File: config.mk
export PLATFORM = sky130hd
export DESIGN_NAME = writeback_arbiter_flat
export DESIGN_NICKNAME = d
export VERILOG_FILES = /design/src/rtl/writeback_arbiter_pkg.sv /design/src/rtl/writeback_arbiter_if.sv /design/src/rtl/writeback_fifo.sv /design/src/rtl/writeback_arbiter.sv /design/src/flat_wrapper.sv
export SDC_FILE = /design/constraint.sdc
export NUM_CORES = 1
export LEC_CHECK = 0
export BUFFER_PORTS_ARGS = -buffer_cell sky130_fd_sc_hd__buf_2
export CORE_MARGIN = 5
export CORE_UTILIZATION = 35
export DETAILED_ROUTE_END_ITERATION = 10
export PLACE_DENSITY_LB_ADDON = 0.25
export SLEW_MARGIN = 25
export SYNTH_ARGS = -nofsm -noshare
export SYNTH_HDL_FRONTEND = slang
export SYNTH_SLANG_ARGS = --single-unit
File: constraint.sdc
create_clock -name clock -period 1.8 [get_ports clock]
set_input_delay 0.09 -clock clock [delete_from_list [all_inputs] [get_ports clock]]
set_output_delay 0.09 -clock clock [all_outputs]
set_load 0.02 [all_outputs]
File: src/rtl/writeback_arbiter_pkg.sv
// Shared types and constants for the writeback arbiter and its result FIFO.
// The optional busy mask is enabled by defining WRITEBACK_BUSY_EN.
`ifndef XLEN
`define XLEN 32
`endif

package writeback_arbiter_pkg;

   typedef struct packed {
      logic [4:0]       rd;
      logic [`XLEN-1:0] value;
   } wb_entry_t;

   localparam logic [4:0] REG_ZERO      = 5'd0;
   localparam int         WB_FIFO_DEPTH = 2;
   localparam int         WB_PTR_W      = $clog2(WB_FIFO_DEPTH);

   // One-hot register mask; x0 never appears because it is never written.
   function automatic logic [31:0] rd_onehot(input logic [4:0] r);
      return (32'd1 << r) & ~32'd1;
   endfunction

endpackage

File: src/rtl/writeback_arbiter_if.sv
// Writeback arbiter bus: two result sources in, one register-file write port out.
`ifndef XLEN
`define XLEN 32
`endif

interface writeback_arbiter_if;
   logic             stall;
   logic             a_valid;
   logic             a_ready;
   logic [4:0]       a_rd;
   logic [`XLEN-1:0] a_value;
   logic             b_valid;
   logic             b_ready;
   logic [4:0]       b_rd;
   logic [`XLEN-1:0] b_value;
   logic [4:0]       rd;
   logic             rd_write;
   logic [`XLEN-1:0] rd_value;
   logic [31:0]      busy;
   logic             idle;

   modport master (
      output stall, a_valid, a_rd, a_value, b_valid, b_rd, b_value,
      input  a_ready, b_ready, rd, rd_write, rd_value, busy, idle
   );

   modport slave (
      input  stall, a_valid, a_rd, a_value, b_valid, b_rd, b_value,
      output a_ready, b_ready, rd, rd_write, rd_value, busy, idle
   );
endinterface

File: src/rtl/writeback_fifo.sv
// Circular FIFO of pending port-B writebacks; DEPTH must be a power of two so
// the pointers wrap naturally. Per-entry valid/rd vectors feed the busy mask.
module writeback_fifo
   import writeback_arbiter_pkg::*;
#(
   parameter int DEPTH = WB_FIFO_DEPTH
) (
   input  logic                        clock,
   input  logic                        reset_n,
   input  logic                        push,
   input  wb_entry_t                   din,
   input  logic                        pop,
   output logic                        full,
   output logic                        empty,
   output logic [$clog2(DEPTH):0]      count,
   output wb_entry_t                   head,
   output logic [DEPTH-1:0]            entry_valid,
   output logic [DEPTH-1:0][4:0]       entry_rd
);
   localparam int PTR_W = $clog2(DEPTH);

   wb_entry_t        mem [DEPTH];
   logic [PTR_W-1:0] wptr;
   logic [PTR_W-1:0] rptr;
   logic [PTR_W:0]   cnt;

   // Pointer and occupancy bookkeeping.
   always_ff @(posedge clock or negedge reset_n) begin
      if (!reset_n) begin
         wptr <= '0;
         rptr <= '0;
         cnt  <= '0;
      end else begin
         wptr <= push ? wptr + PTR_W'(1) : wptr;
         rptr <= pop  ? rptr + PTR_W'(1) : rptr;
         case ({push, pop})
            2'b10:   cnt <= cnt + (PTR_W+1)'(1);
            2'b01:   cnt <= cnt - (PTR_W+1)'(1);
            default: cnt <= cnt;
         endcase
      end
   end

   // Entry storage.
   always_ff @(posedge clock or negedge reset_n) begin
      if (!reset_n) begin
         for (int i = 0; i < DEPTH; i++) begin
            mem[i] <= '0;
         end
      end else if (push) begin
         mem[wptr] <= din;
      end else begin
         mem <= mem;
      end
   end

   // An entry is live when its distance from the read pointer is below count.
   always_comb begin
      for (int i = 0; i < DEPTH; i++) begin
         entry_valid[i] = ({1'b0, PTR_W'(i) - rptr} < cnt);
         entry_rd[i]    = mem[i].rd;
      end
   end

   assign full  = (cnt == (PTR_W+1)'(DEPTH));
   assign empty = (cnt == '0);
   assign count = cnt;
   assign head  = mem[rptr];

endmodule

File: src/rtl/writeback_arbiter.sv
// Merges single-cycle port A and FIFO-buffered port B results into one
// registered register-file write port. Define WRITEBACK_BUSY_EN for the busy mask.
module writeback_arbiter
   import writeback_arbiter_pkg::*;
#(
   parameter int FIFO_DEPTH = WB_FIFO_DEPTH
) (
   input  logic                clock,
   input  logic                reset_n,
   writeback_arbiter_if.slave  bus
);
   localparam int CNT_W = $clog2(FIFO_DEPTH) + 1;

   wb_entry_t                    out_entry;
   logic                         out_valid;
   logic                         out_fire;
   logic                         loadable;
   logic                         a_load;
   logic                         fifo_push;
   logic                         fifo_pop;
   logic                         fifo_full;
   logic                         fifo_empty;
   logic [CNT_W-1:0]             fifo_count;
   wb_entry_t                    fifo_head;
   wb_entry_t                    b_entry;
   logic [FIFO_DEPTH-1:0]        entry_valid;
   logic [FIFO_DEPTH-1:0][4:0]   entry_rd;

   assign out_fire  = out_valid && !bus.stall;
   assign loadable  = !out_valid || out_fire;
   assign a_load    = bus.a_valid && (bus.a_rd != REG_ZERO) && !fifo_full;
   // A full FIFO wins over A so long-latency results cannot starve.
   assign fifo_pop  = loadable && !fifo_empty && (fifo_full || !a_load);
   assign fifo_push = bus.b_valid && bus.b_ready && (bus.b_rd != REG_ZERO);
   assign b_entry   = '{rd: bus.b_rd, value: bus.b_value};

   assign bus.a_ready = (bus.a_rd == REG_ZERO) || (loadable && !fifo_full);
   assign bus.b_ready = (fifo_count < CNT_W'(FIFO_DEPTH));

   writeback_fifo #(.DEPTH(FIFO_DEPTH)) u_fifo (
      .clock       (clock),
      .reset_n     (reset_n),
      .push        (fifo_push),
      .din         (b_entry),
      .pop         (fifo_pop),
      .full        (fifo_full),
      .empty       (fifo_empty),
      .count       (fifo_count),
      .head        (fifo_head),
      .entry_valid (entry_valid),
      .entry_rd    (entry_rd)
   );

   // Output stage: holds under stall, otherwise reloads from the chosen source.
   always_ff @(posedge clock or negedge reset_n) begin
      if (!reset_n) begin
         out_valid <= 1'b0;
         out_entry <= '0;
      end else if (loadable) begin
         if (fifo_pop) begin
            out_valid <= 1'b1;
            out_entry <= fifo_head;
         end else if (a_load) begin
            out_valid <= 1'b1;
            out_entry <= '{rd: bus.a_rd, value: bus.a_value};
         end else begin
            out_valid <= 1'b0;
            out_entry <= out_entry;
         end
      end else begin
         out_valid <= out_valid;
         out_entry <= out_entry;
      end
   end

   assign bus.rd       = out_entry.rd;
   assign bus.rd_value = out_entry.value;
   assign bus.rd_write = out_valid;
   assign bus.idle     = !out_valid && fifo_empty;

`ifdef WRITEBACK_BUSY_EN
   logic [31:0] busy_mask;

   // Pending-write mask over the presented write and every live FIFO entry.
   always_comb begin
      busy_mask = out_valid ? rd_onehot(out_entry.rd) : 32'b0;
      for (int i = 0; i < FIFO_DEPTH; i++) begin
         if (entry_valid[i]) begin
            busy_mask = busy_mask | rd_onehot(entry_rd[i]);
         end else begin
            busy_mask = busy_mask;
         end
      end
   end

   assign bus.busy = busy_mask;
`else
   logic unused_entry_info;
   assign unused_entry_info = ^{entry_valid, entry_rd};
   assign bus.busy          = 32'b0;
`endif

endmodule
File: src/flat_wrapper.sv
// flat-port wrapper written by rule: the top's interface ports become plain ports
module writeback_arbiter_flat import writeback_arbiter_pkg::*;
#(
   parameter int FIFO_DEPTH = WB_FIFO_DEPTH
)
  (clock, reset_n, bus_stall, bus_a_valid, bus_a_rd, bus_a_value, bus_b_valid, bus_b_rd, bus_b_value, bus_a_ready, bus_b_ready, bus_rd, bus_rd_write, bus_rd_value, bus_busy, bus_idle);
  writeback_arbiter_if bus_i ();
  input  logic clock;
  input  logic reset_n;
  input wire logic [$bits(bus_i.stall)-1:0] bus_stall;
  input wire logic [$bits(bus_i.a_valid)-1:0] bus_a_valid;
  input wire logic [$bits(bus_i.a_rd)-1:0] bus_a_rd;
  input wire logic [$bits(bus_i.a_value)-1:0] bus_a_value;
  input wire logic [$bits(bus_i.b_valid)-1:0] bus_b_valid;
  input wire logic [$bits(bus_i.b_rd)-1:0] bus_b_rd;
  input wire logic [$bits(bus_i.b_value)-1:0] bus_b_value;
  output wire logic [$bits(bus_i.a_ready)-1:0] bus_a_ready;
  output wire logic [$bits(bus_i.b_ready)-1:0] bus_b_ready;
  output wire logic [$bits(bus_i.rd)-1:0] bus_rd;
  output wire logic [$bits(bus_i.rd_write)-1:0] bus_rd_write;
  output wire logic [$bits(bus_i.rd_value)-1:0] bus_rd_value;
  output wire logic [$bits(bus_i.busy)-1:0] bus_busy;
  output wire logic [$bits(bus_i.idle)-1:0] bus_idle;
  assign bus_i.stall = bus_stall;
  assign bus_i.a_valid = bus_a_valid;
  assign bus_i.a_rd = bus_a_rd;
  assign bus_i.a_value = bus_a_value;
  assign bus_i.b_valid = bus_b_valid;
  assign bus_i.b_rd = bus_b_rd;
  assign bus_i.b_value = bus_b_value;
  assign bus_a_ready = bus_i.a_ready;
  assign bus_b_ready = bus_i.b_ready;
  assign bus_rd = bus_i.rd;
  assign bus_rd_write = bus_i.rd_write;
  assign bus_rd_value = bus_i.rd_value;
  assign bus_busy = bus_i.busy;
  assign bus_idle = bus_i.idle;
  writeback_arbiter #(.FIFO_DEPTH(FIFO_DEPTH)) u_core (.clock(clock), .reset_n(reset_n), .bus(bus_i));
endmodule
==> flow_metrics.py, run 1 <==
metrics = {
    "outcome": {
        "status": "complete, no violations",
    },
    "worst_setup_path": {
        "cp_cell_sequence": "or4_4 -> o211a_1 -> buf_12 -> nand2_1 -> o211ai_1",
        "cpMaxStageDelayCell": "or4_4",
        "critPathMaxFanout": 37,
        "path_delay_family": "simple AND/OR/NAND/NOR gates",
        "rr_startpoint": "u_core.u_fifo.count[1]",
        "r2r_slack_ns": 0.07,
        "crit_arrival_ns": 2.00,
        "cp.required_ns": 2.07,
        "cp-end-kind": "flop",
        "critPathKind": "reg2reg",
        "critical_path.max_stage_delay_ns": 0.52,
        "cp_num_buf_inv": 1,
        "cp-start-kind": "flop",
        "cp-startpoint": "u_core.u_fifo.count[1]",
    },
    "sta": {
        "grt_setup_unrepaired": "false",
        "finalHoldViolations": 0,
        "clock.fmax_ghz": 0.578,
        "skew_ns": 0.00382,
        "slew_viol_final": 0,
        "worst_pin_slew_ns": 0.625,
        "finalWorstSetupSlack_ns": 0.0689,
        "period_share_pct": 96.2,
        "hold_ws_ns": 0.0143,
        "fin_setup_tns_ns": 0,
        "max_slew_margin_pct": 58.2,
        "finalSetupViolations": 0,
        "period_needed_ns": 1.73,
    },
    "cells_and_area": {
        "final_common_cell": "buf_2",
        "nets": 754,
        "nFillCells": 1438,
        "layout_common_cells": "buf_2 (117), dfrtp_1 (114), mux2_2 (79)",
        "area_delta_synth_final_pct": 41.0,
        "seq_area_sq_um": 2910,
        "final_layout_size_suffix_gt1_share_pct": 42.8,
        "diodes": 0,
        "multi_input_area_sq_um": 2510,
        "final_cells": 903,
    },
    "route": {
        "postRouteAntennaNets": 0,
        "wl_per_cell_um": 17.5,
        "drt_wl_total_mm": 15.8,
        "vias_per_cell": 4.84,
        "drc": 0,
        "drtPass1Iterations": 4,
        "num_vias": 4370,
        "drt_iter0_drc": 235,
    },
    "place": {
        "dpl.cell_count": 797,
        "place_ws_ns": 0.0384,
        "gp_congestion": 0.790,
        "dp_hpwl_mm": 10.2,
        "portBuffers": 119,
    },
    "clock_network": {
        "clock-sinks": 116,
        "clk_latency_ns": 0.41,
        "cts_root_buffer": "clkbuf_16",
        "cts.reportedPaths.clkPinSlew_ns": 0.05,
        "cts_buffers": 17,
        "clockBufferDepth": 2,
        "htreeDepth": 4,
        "cts_tree": "built",
    },
    "logic_synthesis": {
        "netlist_instances": 472,
        "synth_warnings": 0,
        "synth-seq-cells": 116,
        "seq_area_frac_synth_pct": 51.3,
        "yosysUniqueCellTypes": 33,
        "syn_area_sq_um": 5660,
        "avgSynthCellArea_sq_um": 12.0,
    },
    "pwr": {
        "power_leakage_uw": 0.00362,
        "power_density_nw_per_um2": 1760,
        "p_total_uw": 14100,
        "vdd_drop_max_v": 0.000809,
    },
    "floorplan": {
        "dieArea_sq_um": 18800,
        "pin_count": 152,
        "fp-row-count": 46,
        "start_util_pct": 35.6,
        "placeableCoreArea_sq_um": 15900,
        "die_y_um": 137,
        "die_w_um": 137,
    },
    "flow_run": {
        "maxCapViolCount": 0,
    },
    "global_routing": {
        "grt_use_total_pct": 16.7,
        "grt_pass1_vias": 4626,
        "grt_pass1_wl_mm": 24.1,
        "grt_max_degree": 42,
        "antenna_found_initial": 0,
        "grt.overflow.total": 0,
    },
    "hold_path": {
        "hold_start": "bus_a_value[8]",
        "hold_class": "in2reg",
    },
}
-- flip-flops by register name, indices dropped and copies added (netlist names) --
register                cells
u_core.u_fifo.entry_rd     10
u_core.u_fifo.mem          64
u_core.bus.rd               5
u_core.u_fifo.count         2
u_core.bus.rd_write         1
u_core.u_fifo.rptr          1
u_core.u_fifo.wptr          1
u_core.bus.rd_value        32
-- per-stage QoR --
stage | util, % | area (sq um)
after CTS | 49.6 | 7880
after detailed placement | 41.2 | 6550
after global placement | 41.2 | 6550
after global routing | 50.2 | 7970
after floorplan | - | 5780
final | 50.2 | 7970
-- kinds of logic (layout without fill, tap and decap cells) --
family	after synthesis	in the layout	share of synthesized area (%)
simple gates	120	120	9.36
flops	116	116	51.3
mux	111	111	24.1
buf+inv	61	244	7.15
compound gates	57	58	7.01
xor+xnor	5	5	0.774
fa+ha+maj	1	1	0.221
other cells	1	32	0.0663
-- repair_timing --
item                                   in CTS  in global routing
setup buffers                               0                  1
hold buffers                               71                  0
endpoints found under the hold margin     145                  0
gates resized for setup                     0                  7
setup endpoints to repair                   0                 42
-- path summary, 6_finish.rpt --
path,cells after the start,to
max,5,u_core.bus.rd_value[11]
max in group asynchronous,3,u_core.u_fifo.mem[11]
min,3,u_core.bus.rd_value[8]
max reg2reg,5,u_core.bus.rd_value[11]
min reg2reg,2,u_core.bus.rd_value[19]
min in group asynchronous,2,u_core.bus.rd_value[0]
-- layout make-up --
class,instances,area share (%)
clock buffers,20,5.85
repair buffers,211,20.8
flip-flops and latches,116,36.4
clock inverters,12,1.93
inverters,1,0.0471
multi-input cells,327,31.5
well taps,216,3.39
-- synthesized netlist by cell type (all sizes together) --
cell type	instances	area share, %
dfrtp	116	51
mux2	111	24
nand2	69	4.6
buf	46	6.2
o211ai	28	4.0
nand3	27	2.4
o21ai	24	2.3
clkbuf	14	0.93
nor3	13	1.2
nor2	5	0.46
xnor2	4	0.62
a21oi	2	0.18
or3	2	0.22
or4	2	0.33
a21o	1	0.13
conb	1	0.066
ha	1	0.22
inv	1	0.066
nand2b	1	0.11
nor2b	1	0.11
o211a	1	0.18
o311ai	1	0.15
xor2	1	0.15
-- worst min-delay path: stages --
cell and delay (ns):
buf_2 0.07, o21ai_0 0.07, o21ai_0 0.14
-- layer usage --
metal  vias up  wire (um)  GRT usage, %
met1      2208       6670          20.6
met3        27        717          3.97
met2       132       8090          28.5
li1       2003          -             -
met4         0        328          6.10
met5         -          0             0
-- power by group --
group / internal, uW / total, uW / switching (uW)
Sequential: 3960 / 4670 / 708
Combinational: 3020 / 5910 / 2890
Clock: 2280 / 3490 / 1210
Total: 9260 / 14100 / 4810
Power figures use the tool's default switching activity.
==> run 2: changes to the inputs <==
--- a/config.mk
+++ b/config.mk
@@ -8,7 +8,8 @@
 export BUFFER_PORTS_ARGS = -buffer_cell sky130_fd_sc_hd__buf_2
 export CORE_MARGIN = 5
-export CORE_UTILIZATION = 35
+export CORE_UTILIZATION = 48
 export DETAILED_ROUTE_END_ITERATION = 10
 export PLACE_DENSITY_LB_ADDON = 0.25
+export RECOVER_POWER = 25
 export SLEW_MARGIN = 25
 export SYNTH_ARGS = -nofsm -noshare
==> constraint.sdc (replaced) <==
create_clock -name clock -period 1.8 [get_ports clock]
set_input_delay 0.18 -clock clock [delete_from_list [all_inputs] [get_ports clock]]
set_output_delay 0.18 -clock clock [all_outputs]
set_load 0.02 [all_outputs]
==> run 2 against run 1 <==
Against the previous run: clock skew is 0.0080 ns higher; core utilization is 11 points higher; power is 6.9% lower; non-clock buffer count is 62 lower; maximum frequency is 1.9% higher.
==> flow_metrics.py, run 2 (synthesis results as in run 1) <==
metrics = {
    "cells_and_area": {
        "area_delta_synth_final_pct": 23.3,
        "largest_reg_flops": 64,
        "layout_common_cells": "buf_2 (118), dfrtp_1 (115), mux2_2 (79)",
        "final_common_cell": "buf_2",
        "nets": 691,
        "final_layout_size_suffix_gt1_share_pct": 46.7,
        "top_register": "u_core.u_fifo.mem",
        "diodes": 0,
    },
    "floorplan": {
        "pin_count": 152,
        "placeableCoreArea_sq_um": 11500,
        "die_y_um": 119,
        "start_util_pct": 49.3,
        "die_w_um": 119,
        "fp-row-count": 39,
        "dieArea_sq_um": 14100,
    },
    "clock_network": {
        "clockBufferDepth": 2,
        "cts_buffers": 17,
        "cts.reportedPaths.clkPinSlew_ns": 0.05,
        "clock-sinks": 116,
        "cts_root_buffer": "clkbuf_16",
        "clk_latency_ns": 0.41,
        "htreeDepth": 4,
        "cts_tree": "built",
    },
    "sta": {
        "skew_ns": 0.0118,
        "fin_setup_tns_ns": 0,
        "finalSetupViolations": 0,
        "hold_ws_ns": 0.0128,
        "period_share_pct": 94.4,
        "grt_setup_unrepaired": "false",
        "finalWorstSetupSlack_ns": 0.101,
        "slew_viol_final": 0,
        "worst_pin_slew_ns": 0.851,
        "finalHoldViolations": 0,
        "period_needed_ns": 1.70,
        "max_slew_margin_pct": 43.2,
        "clock.fmax_ghz": 0.589,
    },
    "pwr": {
        "vdd_drop_max_v": 0.00107,
        "power_density_nw_per_um2": 1880,
        "power_leakage_uw": 0.00326,
    },
    "hold_path": {
        "min_path_cells": 2,
        "hold_start": "bus_b_value[8]",
        "hold_class": "in2reg",
        "holdPathEnd": "u_core.u_fifo.mem[45]",
    },
    "worst_setup_path": {
        "r2r_slack_ns": 0.10,
        "crit_arrival_ns": 1.98,
        "critPathMaxFanout": 15,
        "rr_startpoint": "u_core.u_fifo.count[1]",
        "timing.rr.end": "u_core.bus.rd_value[15]",
        "cp-end-kind": "flop",
        "critPathKind": "reg2reg",
        "ff2ff_path_depth": 5,
        "cp-start-kind": "flop",
        "cp.required_ns": 2.08,
    },
    "route": {
        "wl_per_cell_um": 17.6,
        "drc": 0,
        "vias_per_cell": 5.25,
        "drt_iter0_drc": 151,
        "num_vias": 4021,
        "drt_wl_total_mm": 13.5,
        "postRouteAntennaNets": 0,
        "drtPass1Iterations": 4,
    },
    "place": {
        "portBuffers": 119,
        "gp_congestion": 0.790,
        "place_ws_ns": -0.0174,
        "dp_hpwl_mm": 9.59,
    },
    "global_routing": {
        "grt.overflow.total": 0,
        "grt_use_total_pct": 19.8,
        "grt_pass1_vias": 4368,
        "grt_pass1_wl_mm": 22.4,
        "grt_max_degree": 46,
        "antenna_found_initial": 0,
    },
    "outcome": {
        "status": "complete, no violations",
    },
    "flow_run": {
        "maxCapViolCount": 0,
    },
}
[run 2: changes by cell type in the layout (fill, tap and decap cells not counted), moves of 2 or more]
cell / delta
dlygate4sd3_1: -67
buf_4: +12
buf_12: -7
clkbuf_1: +6
clkinvlp_4: -6
clkinv_2: +4
bufinv_16: -3
a21oi_4: -2
clkbuf_16: -2
[run 2: layer usage]
metal | wire length, um | part of all wire, % | global-route usage [%] | vias to the layer above
met1 | 6000 | 45 | 26.3 | 2009
met5 | 0 | 0 | 0 | -
met2 | 6600 | 49 | 32.1 | 121
li1 | - | - | - | 1877
met4 | 96 | 0.71 | 5.53 | 0
met3 | 758 | 5.6 | 5.59 | 14
[run 2: worst max path at each step]
stage | from | endpoint | cells past startpoint
after floorplan | u_core.u_fifo.count[0] | u_core.bus.rd[0] | 7
after global placement | bus_b_rd[0] | u_core.u_fifo.mem[1] | 5
after detailed placement | bus_b_rd[0] | u_core.u_fifo.mem[1] | 5
final | u_core.u_fifo.count[1] | u_core.bus.rd_value[15] | 5
after global routing | u_core.u_fifo.count[1] | u_core.bus.rd_value[19] | 6
after CTS | u_core.u_fifo.count[1] | u_core.bus.rd_value[1] | 5
[run 2: repair_timing]
action | CTS | global route
endpoints found under the setup margin | 0 | 18
buffers inserted | 0 | 0
hold buffers | 3 | 0
resized for setup | 0 | 3
hold endpoints to repair | 29 | 0
[run 2: worst max-delay path, stage by stage (launching register included)]
cell	delay, ns
dfrtp_1	0.42
or4_4	0.51
o211a_1	0.26
buf_4	0.21
nand2_1	0.09
o211ai_1	0.08
[run 2: through the flow]
step | power, uW | cell area [sq um] | std cells | utilization (%)
after global routing | 13900 | 6980 | 766 | 60.8
after floorplan | 8610 | 5780 | 503 | -
after detailed placement | 10200 | 6440 | 732 | 56.2
after CTS | 13200 | 6980 | 766 | 60.9
final | 13100 | 6980 | 766 | 60.8
after global placement | 10000 | 6440 | 732 | 56.2
[run 2: area by class of cell]
type,instances,area [sq um]
timing repair buffer,149,895
inverter,1,3.75
fill,917,4490
tap,143,179
sequential,116,2900
multi-input combinational,326,2490
clock buffer,25,475
clock inverter,6,30.0
[run 2: where the power goes]
part / internal (uW) / total (uW) / leakage, uW / switching [uW]
clock: 1800 / 2890 / 0.000254 / 1090
sequential: 3960 / 4700 / 0.00138 / 736
combinational: 2810 / 5500 / 0.00163 / 2690
